<file path="src/rtl/nvram_upload_if.sv">
// HPS ioctl upload handshake, game CPU pause pair and work-RAM read port grouped for nvram_upload.
interface nvram_upload_if #(
    parameter int unsigned ADDR_W = 12
);
    logic              ioctl_upload;
    logic [7:0]        ioctl_index;
    logic              ioctl_rd;
    logic [24:0]       ioctl_addr;
    logic [7:0]        ioctl_din;
    logic              ioctl_wait;
    logic              pause_cpu;
    logic              pause_ack;
    logic              ram_rd;
    logic [ADDR_W-1:0] ram_addr;
    logic [7:0]        ram_dout;

    modport slave (
        input  ioctl_upload, ioctl_index, ioctl_rd, ioctl_addr, pause_ack, ram_dout,
        output ioctl_din, ioctl_wait, pause_cpu, ram_rd, ram_addr
    );

    modport master (
        output ioctl_upload, ioctl_index, ioctl_rd, ioctl_addr, pause_ack, ram_dout,
        input  ioctl_din, ioctl_wait, pause_cpu, ram_rd, ram_addr
    );
endinterface

</file>
<file path="src/rtl/nvram_upload.sv">
// Answers HPS ioctl upload reads with bytes from a work-RAM window while the game CPU is paused.
// Optional NVRAM_UPLOAD_CHECKSUM_EN appends one XOR checksum byte at offset DATA_LEN.
module nvram_upload #(
    parameter logic [7:0]  INDEX    = 8'd4,
    parameter int unsigned ADDR_W   = 12,
    parameter int unsigned BASE     = 0,
    parameter int unsigned DATA_LEN = 64,
    parameter int unsigned RAM_LAT  = 2
) (
    input  logic          clk_sys,
    input  logic          RESET,
    nvram_upload_if.slave bus
);
    localparam int unsigned CNT_W = 3;
    localparam int unsigned OFS_W = 25;
    localparam logic [OFS_W-1:0]  LEN_A  = OFS_W'(DATA_LEN);
    localparam logic [ADDR_W-1:0] BASE_A = ADDR_W'(BASE);
    localparam logic [CNT_W-1:0]  LAT_C  = CNT_W'(RAM_LAT);

    typedef enum logic [1:0] {
        S_IDLE,
        S_PAUSE,
        S_READY,
        S_FETCH
    } state_t;

    state_t            r_state;
    state_t            w_state_n;
    logic              r_sel_d;
    logic              w_sel;
    logic              w_in_range;
    logic [7:0]        r_din;
    logic [7:0]        w_din_n;
    logic              r_wait;
    logic              w_wait_n;
    logic              r_pause;
    logic              w_pause_n;
    logic              r_ram_rd;
    logic              w_ram_rd_n;
    logic [ADDR_W-1:0] r_ram_addr;
    logic [ADDR_W-1:0] w_ram_addr_n;
    logic [CNT_W-1:0]  r_cnt;
    logic [CNT_W-1:0]  w_cnt_n;
`ifdef NVRAM_UPLOAD_CHECKSUM_EN
    logic [7:0]        r_csum;
    logic [7:0]        w_csum_n;
`endif

    assign w_sel      = bus.ioctl_upload && (bus.ioctl_index == INDEX);
    assign w_in_range = bus.ioctl_addr < LEN_A;

    // Next state and next register values; losing sel overrides everything, even mid-fetch.
    always_comb begin
        w_state_n    = r_state;
        w_din_n      = r_din;
        w_ram_rd_n   = 1'b0;
        w_ram_addr_n = r_ram_addr;
        w_cnt_n      = r_cnt;
`ifdef NVRAM_UPLOAD_CHECKSUM_EN
        w_csum_n     = r_csum;
`endif
        if (!w_sel) begin
            w_state_n = S_IDLE;
        end else begin
            case (r_state)
                S_IDLE: begin
                    if (!r_sel_d) begin
                        w_state_n = S_PAUSE;
`ifdef NVRAM_UPLOAD_CHECKSUM_EN
                        w_csum_n  = 8'h00;
`endif
                    end
                end
                S_PAUSE: begin
                    if (bus.pause_ack) w_state_n = S_READY;
                end
                S_READY: begin
                    if (bus.ioctl_rd) begin
                        if (w_in_range) begin
                            w_state_n    = S_FETCH;
                            w_ram_addr_n = BASE_A + bus.ioctl_addr[ADDR_W-1:0];
                            w_ram_rd_n   = 1'b1;
                            w_cnt_n      = LAT_C;
                        end else begin
`ifdef NVRAM_UPLOAD_CHECKSUM_EN
                            w_din_n = (bus.ioctl_addr == LEN_A) ? r_csum : 8'hFF;
`else
                            w_din_n = 8'hFF;
`endif
                        end
                    end
                end
                S_FETCH: begin
                    if (r_cnt == '0) begin
                        w_state_n = S_READY;
                        w_din_n   = bus.ram_dout;
`ifdef NVRAM_UPLOAD_CHECKSUM_EN
                        w_csum_n  = r_csum ^ bus.ram_dout;
`endif
                    end else begin
                        w_cnt_n = r_cnt - CNT_W'(1);
                    end
                end
                default: w_state_n = S_IDLE;
            endcase
        end
        // HPS is held off while the CPU is not yet halted and while a byte is in flight.
        w_wait_n  = (w_state_n == S_PAUSE) || (w_state_n == S_FETCH);
        w_pause_n = (w_state_n != S_IDLE);
    end

    always_ff @(posedge clk_sys or posedge RESET) begin
        if (RESET) begin
            r_state    <= S_IDLE;
            r_sel_d    <= 1'b0;
            r_din      <= 8'h00;
            r_wait     <= 1'b0;
            r_pause    <= 1'b0;
            r_ram_rd   <= 1'b0;
            r_ram_addr <= '0;
            r_cnt      <= '0;
        end else begin
            r_state    <= w_state_n;
            r_sel_d    <= w_sel;
            r_din      <= w_din_n;
            r_wait     <= w_wait_n;
            r_pause    <= w_pause_n;
            r_ram_rd   <= w_ram_rd_n;
            r_ram_addr <= w_ram_addr_n;
            r_cnt      <= w_cnt_n;
        end
    end

`ifdef NVRAM_UPLOAD_CHECKSUM_EN
    always_ff @(posedge clk_sys or posedge RESET) begin
        if (RESET) r_csum <= 8'h00;
        else       r_csum <= w_csum_n;
    end
`endif

    assign bus.ioctl_din  = r_din;
    assign bus.ioctl_wait = r_wait;
    assign bus.pause_cpu  = r_pause;
    assign bus.ram_rd     = r_ram_rd;
    assign bus.ram_addr   = r_ram_addr;
endmodule
</file>
<file path="src/flat_wrapper.sv">
// flat-port wrapper written by rule: the top's interface ports become plain ports
module nvram_upload_flat 
#(
    parameter logic [7:0]  INDEX    = 8'd4,
    parameter int unsigned ADDR_W   = 12,
    parameter int unsigned BASE     = 0,
    parameter int unsigned DATA_LEN = 64,
    parameter int unsigned RAM_LAT  = 2
)
  (clk_sys, RESET, bus_ioctl_upload, bus_ioctl_index, bus_ioctl_rd, bus_ioctl_addr, bus_pause_ack, bus_ram_dout, bus_ioctl_din, bus_ioctl_wait, bus_pause_cpu, bus_ram_rd, bus_ram_addr);
  nvram_upload_if #(.ADDR_W(ADDR_W)) bus_i ();
  input  logic clk_sys;
  input  logic RESET;
  input wire logic [$bits(bus_i.ioctl_upload)-1:0] bus_ioctl_upload;
  input wire logic [$bits(bus_i.ioctl_index)-1:0] bus_ioctl_index;
  input wire logic [$bits(bus_i.ioctl_rd)-1:0] bus_ioctl_rd;
  input wire logic [$bits(bus_i.ioctl_addr)-1:0] bus_ioctl_addr;
  input wire logic [$bits(bus_i.pause_ack)-1:0] bus_pause_ack;
  input wire logic [$bits(bus_i.ram_dout)-1:0] bus_ram_dout;
  output wire logic [$bits(bus_i.ioctl_din)-1:0] bus_ioctl_din;
  output wire logic [$bits(bus_i.ioctl_wait)-1:0] bus_ioctl_wait;
  output wire logic [$bits(bus_i.pause_cpu)-1:0] bus_pause_cpu;
  output wire logic [$bits(bus_i.ram_rd)-1:0] bus_ram_rd;
  output wire logic [$bits(bus_i.ram_addr)-1:0] bus_ram_addr;
  assign bus_i.ioctl_upload = bus_ioctl_upload;
  assign bus_i.ioctl_index = bus_ioctl_index;
  assign bus_i.ioctl_rd = bus_ioctl_rd;
  assign bus_i.ioctl_addr = bus_ioctl_addr;
  assign bus_i.pause_ack = bus_pause_ack;
  assign bus_i.ram_dout = bus_ram_dout;
  assign bus_ioctl_din = bus_i.ioctl_din;
  assign bus_ioctl_wait = bus_i.ioctl_wait;
  assign bus_pause_cpu = bus_i.pause_cpu;
  assign bus_ram_rd = bus_i.ram_rd;
  assign bus_ram_addr = bus_i.ram_addr;
  nvram_upload #(.INDEX(INDEX), .ADDR_W(ADDR_W), .BASE(BASE), .DATA_LEN(DATA_LEN), .RAM_LAT(RAM_LAT)) u_core (.clk_sys(clk_sys), .RESET(RESET), .bus(bus_i));
endmodule
</file>
<file path="config.mk">
export PLATFORM = sky130hd
export DESIGN_NAME = nvram_upload_flat
export DESIGN_NICKNAME = d
export VERILOG_FILES = /design/src/rtl/nvram_upload_if.sv /design/src/rtl/nvram_upload.sv /design/src/flat_wrapper.sv
export SDC_FILE = /design/constraint.sdc
export NUM_CORES = 1
export LEC_CHECK = 0
export CORE_UTILIZATION = 42
export DETAILED_ROUTE_END_ITERATION = 6
export PLACE_DENSITY = 0.84
export RECOVER_POWER = 100
export SLEW_MARGIN = 30
export SYNTH_ARGS = -nofsm -noshare
export SYNTH_HDL_FRONTEND = slang
export SYNTH_SLANG_ARGS = --single-unit
</file>
<file path="constraint.sdc">
create_clock -name clk_sys -period 4.9 [get_ports clk_sys]
set_clock_uncertainty 0.1 [all_clocks]
set_input_delay 0.735 -clock clk_sys [delete_from_list [all_inputs] [get_ports clk_sys]]
set_output_delay 0.735 -clock clk_sys [all_outputs]
set_load 0.1 [all_outputs]
</file>
# Yosys cells after proc, flatten, opt, wreduce, memory -nomap -nowiden
# Cells that the tools add are included.
[totals]
out_inout_bits = 23
elab_cells = 49
ff_bits = 29
[op_classes]
magnitude_cmp = 1
n_reduce_logical = 9
mux = 19
eq_ne = 11
add_sub_neg = 1
[op_table]
columns = ["op", "n"]
rows = [
  ["$lt 25x7->1 const B", 1],
  ["$mux 8", 3],
  ["$pmux 8 s2", 1],
  ["$mux 2", 6],
  ["$reduce_and 5->1", 2],
  ["$mux 3", 3],
  ["$eq 8x3->1 const B", 1],
  ["$pmux 2 s4", 1],
  ["$eq 2x2->1 const B", 3],
  ["$ne 2x2->1 const B", 3],
  ["$pmux 3 s2", 1],
  ["$eq 2x1->1 const B", 2],
  ["$mux 1", 4],
  ["$ne 2x1->1 const B", 2],
  ["$reduce_and 4->1", 1],
  ["$reduce_bool 2->1", 2],
  ["$logic_not 3->1", 1],
  ["$sub 3x1->3 const B", 1],
  ["$logic_not 2->1", 1],
  ["$logic_and 1x1->1", 1],
  ["$logic_or 1x1->1", 1],
]

# Logic depth before layout (Yosys ltp)
# Gate-level depths: netlist of the first run.
[logic_depth]
ltp_word = 7
ltp_mapped = 7
ltp_nobuf = 6

# Worst setup path after synthesis of the first run
# OpenSTA, ideal clock, no wires.
[synth_path]
kind = "input port to flip-flop"
from = "input port bus_ioctl_addr[15]"
to = "register u_core.r_ram_addr[0], in the netlist u_core.bus.ram_addr[0]"
cell_stages = 5
setup_time_ns = 0.126
path_slack_ns = 2.614
t_arrival_ns = 2.060
path_buffers = 1
required_ns = 4.674
path_cell_list = "nor4_1 > nand4_1 > nor4_4 > buf_6 > mux2_4"
[synth_between]
elab_chain_cells = 2
[synth_lines]
columns = ["element", "line_no", "rtl"]
rows = [
  ["start: declaration", "flat_wrapper.sv:17", "input wire logic [$bits(bus_i.ioctl_addr)-1:0] bus_ioctl_addr;"],
  ["$lt 25x7->1", "nvram_upload.sv:50", "assign w_in_range = bus.ioctl_addr < LEN_A;"],
  ["$reduce_and 4->1 (no source line)", "--", ""],
  ["end signal: assignment", "nvram_upload.sv:129", "r_ram_addr <= w_ram_addr_n;"],
  ["end: declaration", "nvram_upload.sv:40", "logic [ADDR_W-1:0] r_ram_addr;"],
]
# No other way between the ends.
# A chain may end at the register's enable or synchronous reset.

# Worst setup path in the final report of the first run
[layout_path]
from = "input port bus_ioctl_index[5]"
to = "register u_core.r_din[7], in the netlist u_core.bus.ioctl_din[7]"
[layout_between]
elab_chain_cells = 3
[layout_lines]
columns = ["element", "line_no", "rtl"]
rows = [
  ["start: declaration", "flat_wrapper.sv:15", "input wire logic [$bits(bus_i.ioctl_index)-1:0] bus_ioctl_index;"],
  ["$eq 8x3->1", "nvram_upload.sv:49", "assign w_sel = bus.ioctl_upload && (bus.ioctl_index == INDEX);"],
  ["$logic_and 1x1->1", "nvram_upload.sv:49", ""],
  ["$reduce_and 5->1 (no source line)", "--", ""],
  ["end signal: assignment", "nvram_upload.sv:125", "r_din <= w_din_n;"],
  ["end: declaration", "nvram_upload.sv:32", "logic [7:0] r_din;"],
]
# No other way between the ends.

==> impl_metrics.py, run 1 <==
metrics = {
    "final_layout": {
        "fin_nets": 226,
        "layout-drive-gt1-share": 0.0615,
        "final_cell_mix": "clkdlybuf4s50_1 (43), dfrtp_1 (29), dlygate4sd3_1 (25), nor2b_1 (9), o22a_1 (8)",
        "antenna_cells": 0,
        "area_growth_pct": 55.7,
        "final_common_cell": "clkdlybuf4s50_1",
    },
    "detailed_routing": {
        "post_drt_via_cell_ratio": 5.16,
        "drtAntennaViolNets": 0,
        "via_count": 1151,
        "firstDrtPassIters": 6,
        "drc": 0,
        "drt-wirelength-per-cell_um": 13.7,
        "drt_iter0_drc": 39,
        "routed_wirelength_mm": 3.05,
    },
    "timing": {
        "rsz0062_at_grt": "false",
        "finalSetupViolations": 0,
        "relSlewSlack": 0.318,
        "worst_pin_slew_ps": 1020,
        "hold_violations": 0,
        "fin_ws_ps": 1810,
        "period_minus_slack_ps": 3090,
        "finalSetupTns_ps": 0,
        "max_freq_ghz": 0.324,
        "slew_viol_final": 0,
        "finalCritPeriodShare": 0.630,
    },
    "clock_network": {
        "post_cts_resized": 0,
        "cts_hold_buf": 0,
        "path_clk_slew_ps": 90,
        "cts_tree": "yes",
        "insertion_delay_ps": 320,
        "post_cts_buffers": 0,
        "cts-root-buf": "clkbuf_4",
        "clockBufferDepth": 2,
        "htreeDepth": 2,
        "numCtsBuffers": 5,
        "cts_sinks": 29,
    },
    "setup_path": {
        "critPathSlowestCell": "a311oi_1",
        "max_stage_delay_ps": 930,
        "critPathKind": "primary input to flop",
        "critPathMaxFanout": 8,
        "start_kind": "primary input",
        "arrival_ps": 3250,
        "required_ps": 5060,
        "path_cells": "dlygate4sd3_1, nor4b_1, nand4_1, a311oi_1, o22a_1",
        "critPathCaptureType": "flop",
    },
    "logic_synthesis": {
        "synth.ff_latch_count": 29,
        "postSynthAreaPerCell_um2": 12.6,
        "synthDistinctLibCells": 36,
        "ys_seq_area_frac": 0.545,
        "syn_nets": 154,
        "syn_area_um2": 1330,
        "syn_inst": 106,
        "yosys_warnings": 0,
    },
    "placed_design": {
        "gp_routability_congestion": 0.741,
        "portBuffers": 68,
        "dpl.hpwl_mm": 2.41,
        "pre_cts_ws_ps": 1730,
    },
    "global_routing": {
        "track_usage": 0.193,
        "grt_pass1_wl_mm": 4.89,
        "grt_max_degree": 30,
        "antenna_found_initial": 0,
        "gr-total-overflow": 0,
        "first_global_vias": 1109,
    },
    "floorplan": {
        "core_um2": 3030,
        "initial_core_util": 0.440,
        "num_rows": 20,
        "fp.dieH_um": 58.3,
        "dieArea_um2": 3400,
        "die_x_um": 58.3,
        "io_pins": 69,
    },
    "run": {
        "drv_cap": 0,
    },
    "pwr": {
        "p_per_area_nw_per_um2": 234,
        "ir_drop_mv": 0.144,
        "leakagePower_uw": 0.000984,
    },
    "outcome": {
        "status": "finished clean",
    },
    "worst_hold_path": {
        "hold_class": "flop to flop",
    },
}
==> cells by family after synthesis <==
group | Yosys count | share of synthesized area
flops | 29 | 0.545
compound gates | 22 | 0.141
mux | 6 | 0.0620
fa+ha+maj | 2 | 0.0188
simple gates | 38 | 0.201
buf+inv | 9 | 0.0319
==> flip-flops by register name, indices dropped and copies added, names as in the netlist <==
signal	count
u_core.r_cnt	3
u_core.bus.ioctl_wait	1
u_core.r_state	2
u_core.bus.pause_cpu	1
u_core.r_sel_d	1
u_core.bus.ioctl_din	8
u_core.bus.ram_rd	1
u_core.bus.ram_addr	12
==> cell usage after synthesis <==
| master | count | area (µm²) |
|---|---|---|
| a211o_1 | 1 | 8.76 |
| a211oi_1 | 1 | 7.51 |
| a21boi_0 | 1 | 7.51 |
| a21oi_1 | 2 | 10.0 |
| a311oi_4 | 1 | 26.3 |
| a31oi_1 | 1 | 6.26 |
| and3b_1 | 1 | 8.76 |
| and4_1 | 1 | 8.76 |
| buf_2 | 1 | 5.00 |
| buf_6 | 1 | 11.3 |
| clkbuf_1 | 1 | 3.75 |
| dfrtp_1 | 29 | 726 |
| ha_1 | 2 | 25.0 |
| inv_1 | 6 | 22.5 |
| mux2_2 | 2 | 22.5 |
| mux2_4 | 4 | 60.1 |
| nand2_1 | 3 | 11.3 |
| nand3_1 | 2 | 10.0 |
| nand3_2 | 1 | 10.0 |
| nand4_1 | 1 | 6.26 |
| nand4_2 | 1 | 12.5 |
| nor2_1 | 2 | 7.51 |
| nor2b_1 | 9 | 56.3 |
| nor3_1 | 5 | 25.0 |
| nor4_1 | 5 | 31.3 |
| nor4_4 | 1 | 21.3 |
| nor4b_1 | 1 | 8.76 |
| nor4b_4 | 1 | 23.8 |
| o211ai_1 | 1 | 7.51 |
| o21a_1 | 1 | 7.51 |
| o21ai_0 | 2 | 10.0 |
| o22a_1 | 8 | 70.1 |
| o31a_1 | 3 | 26.3 |
| or2_2 | 1 | 6.26 |
| or3_1 | 2 | 12.5 |
| or4_1 | 1 | 7.51 |
==> critical path: cells and delay by family <==
| kind | cells | cell delay, ps |
|---|---|---|
| compound gates | 2 | 1200 |
| simple gates | 2 | 760 |
| buf+inv | 1 | 540 |
==> metal layers <==
layer	GRT usage	share of wire	vias to the layer above
li1	-	-	538
met1	0.236	0.41	532
met2	0.317	0.48	77
met3	0.0681	0.096	4
met4	0.0714	0.010	0
met5	0	0	-
==> metrics by stage <==
| stage | utilization | area, µm² | cells | total power (µW) | hold WS [ps] |
|---|---|---|---|---|---|
| after floorplan | - | 1330 | 106 | 252 | 345 |
| after global placement | 0.676 | 2050 | 215 | 291 | 362 |
| after detailed placement | 0.676 | 2050 | 215 | 291 | 376 |
| after CTS | 0.704 | 2130 | 223 | 491 | 388 |
| after global routing | 0.685 | 2070 | 223 | 506 | 410 |
| final | 0.685 | 2070 | 223 | 485 | 388 |
==> cell type report <==
cell class	instances	area [µm²]
clock inverter	1	30.0
fill	237	955
sequential	29	726
timing repair buffer	68	681
inverter	6	22.5
tap	44	55.1
multi-input combinational	68	504
clock buffer	7	55.1
==> report_power, final <==
| part | internal, µW | switching [µW] |
|---|---|---|
| Clock | 122 | 79.4 |
| Combinational | 32.4 | 12.2 |
| Sequential | 239 | 0.0501 |
| Total | 393 | 91.7 |
==> path summary, 6_finish.rpt <==
| check | startpoint | to | slack (ps) | cells after the start |
|---|---|---|---|---|
| worst max-delay path | bus_ioctl_index[5] | u_core.bus.ioctl_din[7]$_DFFE_PP0P_ | 1810 | 5 |
| worst min-delay path | u_core.r_sel_d$_DFF_PP0_ | u_core.bus.pause_cpu$_DFF_PP0_ | 390 | 1 |
| worst max register to register | u_core.r_cnt[0]$_DFFE_PP0P_ | u_core.bus.ioctl_din[7]$_DFFE_PP0P_ | 2510 | 6 |
| worst min register to register | u_core.r_sel_d$_DFF_PP0_ | u_core.bus.pause_cpu$_DFF_PP0_ | 390 | 1 |
| max in group asynchronous | RESET | u_core.r_cnt[0]$_DFFE_PP0P_ | 3080 | 2 |
| min in group asynchronous | RESET | u_core.r_cnt[2]$_DFFE_PP0P_ | 1000 | 2 |
(Power assumes the default switching activity.)
==> run 2: changes to the inputs <==
--- a/config.mk
+++ b/config.mk
@@ -5,9 +5,9 @@
 export SDC_FILE = /design/constraint.sdc
 export NUM_CORES = 1
 export LEC_CHECK = 0
-export CORE_UTILIZATION = 42
+export CORE_UTILIZATION = 35
 export DETAILED_ROUTE_END_ITERATION = 6
-export PLACE_DENSITY = 0.84
+export PLACE_DENSITY = 0.75
 export RECOVER_POWER = 100
 export SLEW_MARGIN = 30
 export SYNTH_ARGS = -nofsm -noshare
==> constraint.sdc (replaced) <==
create_clock -name clk_sys -period 2.65 [get_ports clk_sys]
set_clock_uncertainty 0.1 [all_clocks]
set_input_delay 0.3975 -clock clk_sys [delete_from_list [all_inputs] [get_ports clk_sys]]
set_output_delay 0.3975 -clock clk_sys [all_outputs]
set_load 0.1 [all_outputs]
==> run 2 against run 1 <==
Critical path depth is 1 higher; sequential cell count unchanged; via count up 1.0%.
==> impl_metrics.py, run 2 (synthesis gave the netlist of run 1 again) <==
metrics = {
    "clock_network": {
        "cts_tree": "yes",
        "cts-root-buf": "clkbuf_8",
        "clockBufferDepth": 2,
        "post_cts_resized": 0,
        "insertion_delay_ps": 270,
        "cts_sinks": 29,
        "numCtsBuffers": 5,
        "path_clk_slew_ps": 60,
        "cts_hold_buf": 0,
        "htreeDepth": 2,
        "post_cts_buffers": 0,
    },
    "pwr": {
        "ir_drop_mv": 0.312,
        "leakagePower_uw": 0.000861,
        "p_per_area_nw_per_um2": 429,
    },
    "final_layout": {
        "multi_input_area_um2": 537,
        "fin_nets": 229,
        "layout-drive-gt1-share": 0.0722,
        "area_growth_pct": 48.0,
        "antenna_cells": 0,
        "largest_register_ffs": 12,
        "seqCellArea_um2": 726,
        "nFillCells": 332,
        "final_common_cell": "clkdlybuf4s50_1",
        "final_cell_mix": "clkdlybuf4s50_1 (42), dfrtp_1 (29), clkbuf_1 (25), nor2b_1 (9), o22a_1 (8)",
        "design_area_um2": 1970,
    },
    "setup_path": {
        "rr_worst_depth": 6,
        "critPathCaptureType": "flop",
        "arrival_ps": 2410,
        "critPathSlowestCell": "dlygate4sd3_1",
        "r2r-start": "u_core.r_cnt[0]$_DFFE_PP0P_",
        "critPathMaxFanout": 12,
        "required_ps": 2700,
        "reg2reg_to": "u_core.bus.ioctl_din[2]$_DFFE_PP0P_",
        "max_stage_delay_ps": 570,
        "start_kind": "primary input",
        "reg2reg_slack_ps": 620,
        "path_cells": "dlygate4sd3_1, nor4b_4, nand3_1, nor4_4, buf_4, mux2_2",
        "critPathKind": "primary input to flop",
    },
    "placed_design": {
        "dpl.hpwl_mm": 2.50,
        "placed_area_um2": 2020,
        "portBuffers": 68,
        "pre_cts_ws_ps": 146,
        "gp_routability_congestion": 0.799,
    },
    "timing": {
        "worst_pin_slew_ps": 1490,
        "hold_violations": 0,
        "period_minus_slack_ps": 2360,
        "rsz0062_at_grt": "false",
        "relSlewSlack": 0.00580,
        "slew_viol_final": 0,
        "max_freq_ghz": 0.424,
        "finalSetupViolations": 0,
        "finalCritPeriodShare": 0.889,
        "fin_ws_ps": 294,
        "finalSetupTns_ps": 0,
    },
    "global_routing": {
        "antenna_found_initial": 0,
        "first_global_vias": 1217,
        "track_usage": 0.171,
        "grt_pass1_wl_mm": 5.26,
        "grt_max_degree": 30,
        "gr-total-overflow": 0,
    },
    "floorplan": {
        "dieArea_um2": 4050,
        "initial_core_util": 0.364,
        "io_pins": 69,
        "die_x_um": 63.7,
        "core_um2": 3660,
        "num_rows": 22,
        "fp.dieH_um": 63.7,
    },
    "worst_hold_path": {
        "hold_end": "u_core.bus.ioctl_din[1]$_DFFE_PP0P_",
        "hold_class": "flop to flop",
        "hold_depth": 1,
        "hold_start": "u_core.bus.ioctl_din[1]$_DFFE_PP0P_",
    },
    "run": {
        "drv_cap": 0,
    },
    "detailed_routing": {
        "drtAntennaViolNets": 0,
        "post_drt_via_cell_ratio": 5.10,
        "drt-wirelength-per-cell_um": 13.5,
        "via_count": 1163,
        "firstDrtPassIters": 4,
        "drc": 0,
        "drt_iter0_drc": 11,
        "routed_wirelength_mm": 3.09,
    },
    "outcome": {
        "status": "finished clean",
    },
}
-- run 2: worst max-delay path, delay by kind of cell --
kind | cells | cell delay (ps)
buf+inv | 2 | 800
mux | 1 | 350
simple gates | 3 | 860
-- run 2: final cells by class --
type                    count  area share
flip-flops and latches     29       0.368
clock inverters             1     0.00254
well taps                  48      0.0305
inverters                   6      0.0114
multi-input cells          68       0.272
clock buffers               5      0.0349
repair buffers             71       0.280
-- run 2: per-layer routing --
metal  track usage  wire length (µm)
met1         0.191              1220
met2         0.305              1600
met3        0.0507               252
met4        0.0597                23
met5             0                 0
-- run 2: power breakdown --
| group | switching (µW) | leakage (µW) | internal, µW | total (µW) |
|---|---|---|---|---|
| Clock | 144 | 0.0000399 | 172 | 316 |
| Combinational | 25.2 | 0.000431 | 60.9 | 86.1 |
| Sequential | 0.0844 | 0.000390 | 443 | 443 |
| Total | 170 | 0.000861 | 676 | 846 |
-- run 2: through the flow --
step,cells,power [µW],hold WS [ps],util
final,228,846,383,0.538
after detailed placement,222,541,374,0.551
after floorplan,106,466,345,-
after global placement,222,539,371,0.551
after global routing,228,887,409,0.538
after CTS,228,863,382,0.571
-- run 2: how the worst max path moves through the flow --
stage,from,endpoint,slack (ps),cells past startpoint
after floorplan,bus_ioctl_addr[15],u_core.bus.ram_addr[0]$_DFFE_PP0P_,700,5
after global placement,bus_ioctl_index[5],u_core.bus.ram_addr[5]$_DFFE_PP0P_,200,6
after detailed placement,bus_ioctl_index[5],u_core.bus.ram_addr[5]$_DFFE_PP0P_,150,6
after CTS,bus_ioctl_index[5],u_core.bus.ram_addr[5]$_DFFE_PP0P_,440,6
after global routing,bus_ioctl_addr[15],u_core.bus.ram_addr[5]$_DFFE_PP0P_,150,6
final,bus_ioctl_index[5],u_core.bus.ram_addr[5]$_DFFE_PP0P_,290,6
==> run 3: changes to the inputs <==
--- a/config.mk
+++ b/config.mk
@@ -13,3 +13,4 @@
 export SYNTH_ARGS = -nofsm -noshare
 export SYNTH_HDL_FRONTEND = slang
 export SYNTH_SLANG_ARGS = --single-unit
+export TNS_END_PERCENT = 10
==> results of run 3 <==
Same layout as run 2: the final DEF is identical, and so are final timing and power.
